`config.mk`:
```
export PLATFORM = sky130hd
export DESIGN_NAME = mac_dot_product_sequencer
export DESIGN_NICKNAME = d
export VERILOG_FILES = /design/src/rtl/mac_dot_product_sequencer_pkg.sv /design/src/rtl/mac_dot_product_sequencer.sv
export SDC_FILE = /design/constraint.sdc
export NUM_CORES = 1
export LEC_CHECK = 0
export ABC_CLOCK_PERIOD_IN_PS = 2150
export BUFFER_PORTS_ARGS = -buffer_cell sky130_fd_sc_hd__buf_2
export CAP_MARGIN = 40
export CORE_MARGIN = 1
export CORE_UTILIZATION = 41
export CTS_CLUSTER_SIZE = 24
export DETAILED_ROUTE_END_ITERATION = 7
export PLACE_DENSITY = 0.77
export SLEW_MARGIN = 0
export SYNTH_ARGS = -nofsm -noshare
export SYNTH_HDL_FRONTEND = slang
export SYNTH_SLANG_ARGS = --single-unit
```
`constraint.sdc`:
```
create_clock -name clk -period 2.15 [get_ports clk]
set_input_delay 0.5375 -clock clk [delete_from_list [all_inputs] [get_ports clk]]
set_output_delay 0.5375 -clock clk [all_outputs]
set_load 0.01 [all_outputs]
```
`src/rtl/mac_dot_product_sequencer_pkg.sv`:
```
// Shared definitions for the dot-product sequencer and other multiply_accumulate users.
package mac_dot_product_sequencer_pkg;

    localparam int unsigned DEF_DATA_W      = 16;
    localparam int unsigned DEF_ACC_W       = 32;
    localparam int unsigned DEF_MAX_LEN     = 256;
    localparam int unsigned DEF_LEN_W       = 9;
    localparam int unsigned DEF_MAC_LATENCY = 3;

    typedef enum logic [1:0] {
        ST_CLEAR  = 2'd0,
        ST_ACCUM  = 2'd1,
        ST_DRAIN  = 2'd2,
        ST_RESULT = 2'd3
    } seq_state_e;

endpackage

```
`src/rtl/mac_dot_product_sequencer.sv`:
```
// Frames an operand stream into MAC vectors, waits out the MAC pipeline and
// presents each dot product on a valid/ready result port.
module mac_dot_product_sequencer
    import mac_dot_product_sequencer_pkg::*;
#(
    parameter int unsigned DATA_W      = DEF_DATA_W,
    parameter int unsigned ACC_W       = DEF_ACC_W,
    parameter int unsigned MAX_LEN     = DEF_MAX_LEN,
    parameter int unsigned LEN_W       = DEF_LEN_W,
    parameter int unsigned MAC_LATENCY = DEF_MAC_LATENCY
) (
    input  logic              clk,
    input  logic              rst,
    input  logic [DATA_W-1:0] in_a,
    input  logic [DATA_W-1:0] in_b,
    input  logic              in_valid,
    input  logic              in_last,
    output logic              in_ready,
    output logic [DATA_W-1:0] mac_in_a,
    output logic [DATA_W-1:0] mac_in_b,
    output logic              mac_enable,
    output logic              mac_clear,
    input  logic [ACC_W-1:0]  mac_out,
    output logic [ACC_W-1:0]  result_data,
    output logic [LEN_W-1:0]  result_len,
    output logic              result_trunc,
    output logic              result_valid,
    input  logic              result_ready,
    output logic              busy
);

    localparam int unsigned DRAIN_W    = (MAC_LATENCY > 2) ? $clog2(MAC_LATENCY) : 1;
    localparam int unsigned DRAIN_LOAD = (MAC_LATENCY > 0) ? MAC_LATENCY - 1 : 0;

    seq_state_e         state;
    logic [LEN_W-1:0]   beat_cnt;
    logic [LEN_W-1:0]   beat_next;
    logic [DRAIN_W-1:0] drain_cnt;
    logic               trunc_q;

    // Handshake and MAC controls decode straight from the state register.
    assign in_ready   = (state == ST_ACCUM);
    assign mac_clear  = (state == ST_CLEAR);
    assign mac_enable = in_valid & in_ready;
    assign mac_in_a   = in_a;
    assign mac_in_b   = in_b;
    assign busy       = (state != ST_ACCUM) || (beat_cnt != '0);
    assign beat_next  = beat_cnt + LEN_W'(1);

    always_ff @(posedge clk or posedge rst) begin
        if (rst) begin
            state        <= ST_CLEAR;
            beat_cnt     <= '0;
            drain_cnt    <= '0;
            trunc_q      <= 1'b0;
            result_data  <= '0;
            result_len   <= '0;
            result_trunc <= 1'b0;
            result_valid <= 1'b0;
        end else begin
            case (state)
                ST_CLEAR: begin
                    state <= ST_ACCUM;
                end
                ST_ACCUM: begin
                    if (in_valid) begin
                        beat_cnt <= beat_next;
                        // in_last wins over the length cap when both coincide
                        if (in_last || (beat_next == LEN_W'(MAX_LEN))) begin
                            trunc_q   <= ~in_last;
                            drain_cnt <= DRAIN_W'(DRAIN_LOAD);
                            state     <= ST_DRAIN;
                        end
                    end
                end
                ST_DRAIN: begin
                    if (drain_cnt == '0) begin
                        result_data  <= mac_out;
                        result_len   <= beat_cnt;
                        result_trunc <= trunc_q;
                        result_valid <= 1'b1;
                        state        <= ST_RESULT;
                    end else begin
                        drain_cnt <= drain_cnt - DRAIN_W'(1);
                    end
                end
                ST_RESULT: begin
                    if (result_ready) begin
                        result_valid <= 1'b0;
                        beat_cnt     <= '0;
                        state        <= ST_CLEAR;
                    end
                end
                default: state <= ST_CLEAR;
            endcase
        end
    end

endmodule

```
==> impl_metrics.env, run 1 <==
export IMPL_status="finished, violations left"
export IMPL_violations="DRC, setup timing"
export IMPL_drtIter0Drc=99
export IMPL_worst_pin_slew_ns=0.417
export IMPL_drc_errors=23
export IMPL_crit_path_start_kind="flip-flop"
export IMPL_fin_crit_ns=2.19
export IMPL_synth_seq_cells=57
export IMPL_avgSynthCellArea_sq_um=11.9
export IMPL_grt_overflow_total=0
export IMPL_slowest_stage="dfrtp_1"
export IMPL_crit_path_end_kind="flip-flop"
export IMPL_min_path_type="in -> async"
export IMPL_cap_violations=0
export IMPL_arrival_ns=2.40
export IMPL_clockBufferDepth=2
export IMPL_antenna_left=0
export IMPL_relSlewSlack_pct=72.2
export IMPL_track_usage_pct=15.8
export IMPL_critPathTopFamily="multiplexers"
export IMPL_num_io_pins=148
export IMPL_n_fill_cell=574
export IMPL_crit_path_max_fanout=5
export IMPL_cts_max_level=3
export IMPL_antenna_found_initial=0
export IMPL_syn_area_sq_mm=0.00277
export IMPL_grt_pass1_vias=1932
export IMPL_cts_tree="done"
export IMPL_portBuffers=83
export IMPL_total_power_uw=4520
export IMPL_wl_per_cell_microns=14.4
export IMPL_dieArea_sq_mm=0.00710
export IMPL_comb_power_share_pct=41.7
export IMPL_yosysSeqAreaShare_pct=51.4
export IMPL_core_sq_mm=0.00642
export IMPL_ys_warn_count=0
export IMPL_p_leak_uw=0.00169
export IMPL_via_per_inst=5.07
export IMPL_cp_required_ns=2.36
export IMPL_fin_crit_sh_pct=102
export IMPL_dr_wl_met2_microns=2770
export IMPL_clock_latency_ns=0.33
export IMPL_synthFlopType="dfrtp_1"
export IMPL_root_buffer="clkbuf_8"
export IMPL_die_h_microns=84.3
export IMPL_die_x_microns=84.3
export IMPL_syn2layout_area_growth_pct=21.8
export IMPL_gp_congestion=0.845
export IMPL_timing_final_ws_setup_ns=-0.0443
export IMPL_ctsHoldBuffers=0
export IMPL_wl_met1_microns=2360
export IMPL_grt_pass1_wl_microns=8690
export IMPL_n_antenna_cell=0
export IMPL_pwr_share_seq_pct=37.6
export IMPL_finalMaxSlewViolations=0
export IMPL_hpwl_microns=3940
export IMPL_path_buf_inv=0
export IMPL_fin_skew_ns=0.00496
export IMPL_drive_above_1_share_pct=55.8
export IMPL_drt_wl_total_microns=5590
export IMPL_fin_cells=387
export IMPL_clkTransAtPathRegs_ns=0.06
export IMPL_synth_edf_count=0
export IMPL_syn_nets=309
export IMPL_hold_viol_final=0
export IMPL_rsz0062_at_grt="true"
export IMPL_powerDensity_mw_per_mm2=1340
export IMPL_clock_power_share_pct=20.7
export IMPL_cp_cell_sequence="ha_2 -> nand2_4 -> mux2_4 -> mux2_4 -> o311ai_4 -> nand3_2 -> mux2_4"
export IMPL_final_core_util_pct=52.6
export IMPL_nNetsFinal=381
export IMPL_switchingPower_uw=1540
export IMPL_cp_slowest_stage_delay_ns=0.42
export IMPL_drt_pass1_iterations=6
export IMPL_switching_share_pct=34.1
export IMPL_wl_met3_microns=356
export IMPL_vias=1961
export IMPL_top_layer_used="met4"
export IMPL_fmax_mhz=456
export IMPL_synthDistinctLibCells=37
export IMPL_async_flop_share_pct=100
export IMPL_ir_drop_mv=0.406
export IMPL_cts_made_buffers=9
export IMPL_initial_core_util_pct=43.2
export IMPL_clock_sinks=57
export IMPL_dp_cells=366
export IMPL_synth_cells=233
export IMPL_setup_viol=2
export IMPL_p_int_uw=2980
export IMPL_rows=29
export IMPL_path_common_cell="mux2_4"
export IMPL_grt_max_degree=40
export IMPL_worstSetupPathType="reg -> reg"
## flip-flops by register name, indices dropped and copies added (netlist names)
signal,cells
beat_cnt,9
state,2
trunc_q,1
result_len,9
result_trunc,1
drain_cnt,2
result_data,32
result_valid,1
## routing by layer
layer	vias up	GRT usage (%)
met3	8	4.13
met2	75	26.8
met5	-	0
met4	0	9.25
met1	956	18.1
li1	922	-
## final timing paths
check | endpoint | slack (ns) | startpoint | cells past startpoint
min in group clk | trunc_q | 0.43 | in_last | 2
setup / recovery | state[1] | -0.04 | beat_cnt[0] | 7
setup reg to reg | state[1] | -0.04 | beat_cnt[0] | 7
max in group asynchronous | result_valid | 1.40 | rst | 3
hold / removal | result_data[10] | 0.20 | rst | 2
hold reg to reg | result_len[0] | 0.49 | result_len[0] | 2
## power by group through the flow
stage | sequential, uW | combinational, uW | clock (uW)
floorplan | 1870 | 1010 | 0
detailed placement | 1720 | 1780 | 0
global route | 1760 | 2070 | 1010
finish | 1700 | 1890 | 935
CTS | 1700 | 1800 | 967
global placement | 1680 | 1740 | 0
## area by class of cell
cell class	instances	area [sq um]	area share, %
Sequential cell	57	1430	42.2
Multi-Input combinational cell	129	1080	32.0
Timing Repair Buffer	99	548	16.2
Clock buffer	14	183	5.41
Tap cell	77	96.3	2.85
Inverter	9	33.8	1.00
Clock inverter	2	10.0	0.296
## cells in the mapped netlist (5+ instances only)
library cell,instances,area [sq um]
dfrtp_1,57,1430
mux2_2,40,450
buf_4,32,240
nand2_1,17,63.8
o21ai_0,13,65.1
inv_1,9,33.8
nor2_1,9,33.8
ha_1,7,87.6
a21oi_1,6,30.0
clkbuf_1,5,18.8
nand2b_1,5,31.3
nand3_1,5,25.0
## placed cells by master (no fill, tap or decap), drive strengths merged, types with 2 or more instances in the layout
cell	instances
a22o	2
ha	7
inv	9
dfrtp	57
nor3	2
nor2	9
a21oi	6
o21ai	14
nand2	18
mux2	43
buf	99
clkinv	2
clkbuf	14
and3	3
nand2b	5
nand3	5
## logic make-up after synthesis
family          after synthesis  synth area share [%]
flops                        57                  51.4
buf+inv                      47                  11.0
simple gates                 47                  8.75
mux                          44                  18.1
compound gates               30                  7.31
fa+ha+maj                     7                  3.16
xor+xnor                      1                 0.316
## metrics by stage
| step | area (sq um) | hold WS, ns | setup slack (ns) | setup TNS (ns) |
|---|---|---|---|---|
| 2_1_floorplan | 2780 | 0.482 | 0.0227 | 0 |
| 3_5_place_dp | 3120 | 0.474 | -0.0120 | -0.0120 |
| 4_1_cts | 3310 | 0.217 | 0.000492 | 0 |
| 6_report | 3380 | 0.200 | -0.0443 | -0.0475 |
| 3_3_place_gp | 3120 | 0.460 | 0.0446 | 0 |
| 5_1_grt | 3380 | 0.232 | -0.109 | -0.282 |
## repair_timing
action | CTS | global route
setup endpoints to repair | 2 | 5
resized for setup | 1 | 7
buffers inserted | 0 | 5
pin swaps | 1 | 6
No activity file was read; power rests on OpenSTA's default activity.
==> inputs of run 2 (changes only) <==
Settings changed: MAX_ROUTING_LAYER set to met4, SKIP_CTS_REPAIR_TIMING set to 1.
==> run 2 against run 1 <==
Against the previous run: the run still ends with DRC, setup timing left; clock skew fell by 0.00074 ns; global-route usage increased by 0.60 points; die area unchanged; sequential cell count is the same; clock power about the same; clock-buffer cell count stayed put; design area shrank 0.44%; non-clock buffer count is 1 lower; core utilization down 0.23 points; critical path depth did not move; first-iteration DRC count shrank 14%; hold slack lost 0.0026 ns; critical path type unchanged; critical endpoint unchanged; largest cell class unchanged; largest power group unchanged; highest routed layer unchanged.
==> impl_metrics.env, run 2 (same netlist as run 1, synthesis figures left out) <==
export IMPL_status="finished, violations left"
export IMPL_violations="DRC, setup timing"
export IMPL_worstSetupPathType="reg -> reg"
export IMPL_fin_crit_ns=2.15
export IMPL_crit_path_max_fanout=5
export IMPL_grt_max_degree=40
export IMPL_num_io_pins=148
export IMPL_fin_skew_ns=0.00423
export IMPL_wl_per_cell_microns=14.5
export IMPL_cp_cell_sequence="ha_2 -> nand2_4 -> mux2_4 -> mux2_4 -> o311ai_4 -> nand3_2 -> mux2_1"
export IMPL_arrival_ns=2.36
export IMPL_largest_register="result_data"
export IMPL_hpwl_microns=3940
export IMPL_timing_final_ws_setup_ns=-0.000274
export IMPL_track_usage_pct=16.4
export IMPL_gp_congestion=0.858
export IMPL_finalMaxSlewViolations=0
export IMPL_comb_power_share_pct=40.9
export IMPL_grt_pass1_wl_microns=8690
export IMPL_core_sq_mm=0.00642
export IMPL_final_cell_mix="buf_2, dfrtp_1, mux2_2, nand2_1, buf_4"
export IMPL_cts_max_level=3
export IMPL_hold_slack_ns=0.198
export IMPL_drc_errors=23
export IMPL_nNetsFinal=380
export IMPL_cts_tree="done"
export IMPL_grt_overflow_total=0
export IMPL_clock_power_share_pct=21.0
export IMPL_powerDensity_mw_per_mm2=1330
export IMPL_crit_path_start_kind="flip-flop"
export IMPL_setup_viol=1
export IMPL_drt_pass1_iterations=6
export IMPL_fin_cells=386
export IMPL_clockBufferDepth=2
export IMPL_relSlewSlack_pct=72.2
export IMPL_final_common_cell="buf_2"
export IMPL_fmax_mhz=465
export IMPL_syn2layout_area_growth_pct=21.2
export IMPL_fin_crit_sh_pct=100
export IMPL_worst_pin_slew_ns=0.417
export IMPL_largest_reg_flops=32
export IMPL_rows=29
export IMPL_cp_required_ns=2.36
export IMPL_cap_violations=0
export IMPL_dp_cells=366
export IMPL_slowest_stage="dfrtp_1"
export IMPL_vias=1978
export IMPL_hold_viol_final=0
export IMPL_pwr_share_seq_pct=38.1
export IMPL_crit_path_end_kind="flip-flop"
export IMPL_antenna_left=0
export IMPL_via_per_inst=5.12
export IMPL_fin_tns_setup_ns=-0.000274
export IMPL_die_x_microns=84.3
export IMPL_clkTransAtPathRegs_ns=0.06
export IMPL_grt_pass1_vias=1926
export IMPL_p_int_uw=2940
export IMPL_initial_core_util_pct=43.2
export IMPL_root_buffer="clkbuf_8"
export IMPL_clock_latency_ns=0.33
export IMPL_multi_input_area_sq_mm=0.00107
export IMPL_switchingPower_uw=1530
export IMPL_switching_share_pct=34.2
export IMPL_drive_above_1_share_pct=54.7
export IMPL_path_common_cell="mux2_4"
export IMPL_n_fill_cell=578
export IMPL_p_leak_uw=0.00168
export IMPL_min_path_type="in -> async"
export IMPL_cts_made_buffers=9
export IMPL_final_core_util_pct=52.4
export IMPL_reg_top3="result_data x32, beat_cnt x9, result_len x9"
export IMPL_die_h_microns=84.3
export IMPL_antenna_found_initial=0
export IMPL_regArea_sq_mm=0.00143
export IMPL_ir_drop_mv=0.407
export IMPL_cp_slowest_stage_delay_ns=0.42
export IMPL_n_antenna_cell=0
export IMPL_rsz0062_at_grt="true"
export IMPL_portBuffers=83
export IMPL_dieArea_sq_mm=0.00710
export IMPL_clock_sinks=57
export IMPL_drtIter0Drc=85
export IMPL_drt_wl_total_microns=5580
-- run 2: cell types whose count changed in the layout (fill, tap and decap cells not counted) --
cell     before  now
a21oi_1       5    6
a21oi_2       1    0
buf_4        15   14
inv_1         7    8
inv_2         2    1
mux2_1        0    1
mux2_4        3    2
-- run 2: final timing paths --
check	start	to	slack (ns)	cells past startpoint
worst min-delay path	rst	result_data[10]	0.20	2
worst min register to register	result_len[1]	result_len[1]	0.49	2
worst max-delay path	beat_cnt[0]	state[1]	-0.0003	7
worst max register to register	beat_cnt[0]	state[1]	-0.0003	7
max in group asynchronous	rst	state[1]	1.40	3
min in group clk	in_last	trunc_q	0.42	2
-- run 2: layout make-up --
type                            instances  area share, %
Clock inverter                          2          0.298
Multi-Input combinational cell        129           31.9
Tap cell                               77           2.86
Sequential cell                        57           42.4
Clock buffer                           14           5.43
Inverter                                9           1.00
Timing Repair Buffer                   98           16.1
-- run 2: per-layer routing --
| layer | GRT usage [%] | vias up | part of all wire [%] |
|---|---|---|---|
| li1 | - | 917 | - |
| met1 | 18.0 | 960 | 41 |
| met2 | 26.8 | 87 | 49 |
| met3 | 4.72 | 14 | 7.1 |
| met4 | 9.25 | 0 | 2.6 |
| met5 | - | - | 0 |
-- run 2: through the flow --
step / setup slack, ns / power, uW / cell area (sq um)
finish: -0.000274 / 4460 / 3360
global route: -0.0643 / 4770 / 3360
CTS: -0.0595 / 4460 / 3310
detailed placement: -0.0120 / 3500 / 3120
global placement: 0.0446 / 3420 / 3120
floorplan: 0.0227 / 2880 / 2780
-- run 2: power by group through the flow --
stage	registers [uW]	clock network (uW)	logic (uW)
after floorplan	1870	0	1010
after global placement	1680	0	1740
after detailed placement	1720	0	1780
after CTS	1700	967	1790
after global routing	1750	1020	2010
final	1700	937	1820
-- run 2: worst max-delay path: cells and delay by family, from the launching register on --
family,cells,cell delay (ns)
flip-flops,1,0.42
adder cells (fa/ha/maj),1,0.23
AND/OR/NAND/NOR,2,0.20
multiplexers,3,0.91
AO/OA/AOI/OAI,1,0.28
==> inputs of run 3 (changes only) <==
Settings changed: CELL_PAD_IN_SITES_DETAIL_PLACEMENT set to 2, CELL_PAD_IN_SITES_GLOBAL_PLACEMENT set to 2, CORE_MARGIN 1 to 2, CORE_UTILIZATION 41 to 24, PLACE_DENSITY 0.77 to unset, PLACE_DENSITY_LB_ADDON set to 0.1.
==> run 3 against run 2 <==
Against the previous run: the flow now finishes without violations; hold slack improved by 0.076 ns; total power rose by 18%; worst setup slack better by 0.028 ns; sequential power hardly changed; routed wire length rose by 31%; global-route usage decreased by 3.8 points; clock skew grew 0.0026 ns.
==> impl_metrics.env, run 3 (same netlist as run 1, synthesis figures left out) <==
export IMPL_status="finished, final reports clean"
export IMPL_hold_viol_final=0
export IMPL_cp_slowest_stage_delay_ns=0.41
export IMPL_use_met2_pct=20.7
export IMPL_drtIter0Drc=53
export IMPL_arrival_ns=2.33
export IMPL_crit_path_max_fanout=4
export IMPL_die_h_microns=112
export IMPL_drive_above_1_share_pct=54.8
export IMPL_ir_drop_mv=0.627
export IMPL_min_path_type="in -> async"
export IMPL_final_cell_mix="buf_2, dfrtp_1, mux2_2, nand2_1, buf_4"
export IMPL_final_common_cell="buf_2"
export IMPL_p_int_uw=3580
export IMPL_cap_violations=0
export IMPL_via_per_inst=4.36
export IMPL_grt_overflow_total=0
export IMPL_powerDensity_mw_per_mm2=1450
export IMPL_cts_made_buffers=9
export IMPL_pre_cts_ws_ns=-0.0398
export IMPL_slowest_stage="dfrtp_1"
export IMPL_gr_usage_met1_pct=14.9
export IMPL_grt_pass1_vias=2171
export IMPL_hold_slack_ns=0.274
export IMPL_num_io_pins=148
export IMPL_fin_crit_sh_pct=98.7
export IMPL_top_usage_layer="met2"
export IMPL_cp_required_ns=2.36
export IMPL_n_antenna_cell=0
export IMPL_largest_reg_flops=32
export IMPL_antenna_left=0
export IMPL_clock_power_share_pct=30.8
export IMPL_grt_pass1_wl_microns=11800
export IMPL_switching_share_pct=32.2
export IMPL_p_leak_uw=0.00177
export IMPL_reg_top3="result_data x32, beat_cnt x9, result_len x9"
export IMPL_initial_core_util_pct=24.4
export IMPL_total_power_uw=5280
export IMPL_reg2reg_slack_ns=0.03
export IMPL_rows=39
export IMPL_dieArea_sq_mm=0.0124
export IMPL_n_fill_cell=1225
export IMPL_r2r_cells=7
export IMPL_wl_per_cell_microns=16.1
export IMPL_pwr_share_seq_pct=32.3
export IMPL_clock_latency_ns=0.32
export IMPL_syn2layout_area_growth_pct=31.3
export IMPL_cts_max_level=3
export IMPL_track_usage_pct=12.6
export IMPL_worst_pin_slew_ns=0.392
export IMPL_rsz0062_at_grt="true"
export IMPL_drt_pass1_iterations=4
export IMPL_timing_final_ws_setup_ns=0.0279
export IMPL_fin_crit_ns=2.12
export IMPL_crit_path_start_kind="flip-flop"
export IMPL_path_common_cell="mux2_4"
export IMPL_fmax_mhz=471
export IMPL_root_buffer="clkbuf_16"
export IMPL_dp_cells=436
export IMPL_gp_congestion=0.702
export IMPL_setup_viol=0
export IMPL_antenna_found_initial=0
export IMPL_cp_cell_sequence="ha_2 -> nand2_4 -> mux2_4 -> mux2_4 -> o311ai_4 -> nand3_2 -> mux2_4"
export IMPL_cts_tree="done"
export IMPL_switchingPower_uw=1700
export IMPL_met3_usage_pct=3.32
export IMPL_largest_register="result_data"
export IMPL_die_x_microns=112
export IMPL_clockBufferDepth=2
export IMPL_drc_errors=0
export IMPL_crit_path_end_kind="flip-flop"
export IMPL_worstSetupPathType="reg -> reg"
export IMPL_relSlewSlack_pct=73.7
export IMPL_hpwl_microns=5310
export IMPL_fin_cells=455
export IMPL_grt_max_degree=58
export IMPL_drt_wl_total_microns=7320
export IMPL_clkTransAtPathRegs_ns=0.05
export IMPL_fin_skew_ns=0.00682
export IMPL_nNetsFinal=383
export IMPL_clock_sinks=57
export IMPL_vias=1985
export IMPL_finalMaxSlewViolations=0
export IMPL_comb_power_share_pct=36.8
export IMPL_core_sq_mm=0.0114
export IMPL_portBuffers=83
## run 3: cell count changes in the layout (fill, tap and decap cells not counted), moves of 2 or more
cell	delta
buf_4	+2
bufinv_16	+3
clkbuf_16	+9
clkbuf_8	-13
## run 3: critical path: cells and delay by family (launching register included)
kind,cells,cell delay (ns)
flops,1,0.41
simple gates,2,0.20
compound gates,1,0.29
fa+ha+maj,1,0.22
mux,3,0.88
## run 3: routing by layer
metal / part of all wire, % / vias up
met5: 0 / -
met4: 1.6 / 0
met3: 5.0 / 19
met2: 51 / 50
met1: 42 / 992
li1: - / 924
## run 3: layout make-up
| cell class | count | area [sq um] | share of cell area (%) |
|---|---|---|---|
| Clock inverter | 5 | 104 | 2.85 |
| Timing Repair Buffer | 101 | 576 | 15.8 |
| Multi-Input combinational cell | 129 | 1090 | 30.0 |
| Sequential cell | 57 | 1430 | 39.2 |
| Tap cell | 143 | 179 | 4.91 |
| Clock buffer | 11 | 233 | 6.39 |
| Inverter | 9 | 33.8 | 0.928 |
## run 3: power groups by stage
stage                     Sequential, uW  Clock [uW]  Combinational, uW
after floorplan                     1870           0               1010
after global placement              1700           0               1900
after detailed placement            1730           0               1920
after CTS                           1710        1690               1920
after global routing                1780        1730               2150
final                               1710        1630               1940
## run 3: worst paths after layout
path / startpoint / end
worst max-delay path: beat_cnt[0] / state[1]
worst min-delay path: rst / result_data[2]
worst max register to register: beat_cnt[0] / state[1]
worst min register to register: result_len[1] / result_len[1]
max in group asynchronous: rst / result_data[16]
min in group clk: in_last / trunc_q
## run 3: metrics by stage
stage / util [%] / setup TNS [ns] / area [sq um]
2_1_floorplan: - / 0 / 2780
6_report: 32.0 / 0 / 3640
4_1_cts: 31.5 / -0.240 / 3580
3_5_place_dp: 28.5 / -0.0648 / 3240
5_1_grt: 32.0 / -0.0827 / 3640
3_3_place_gp: 28.5 / 0 / 3240
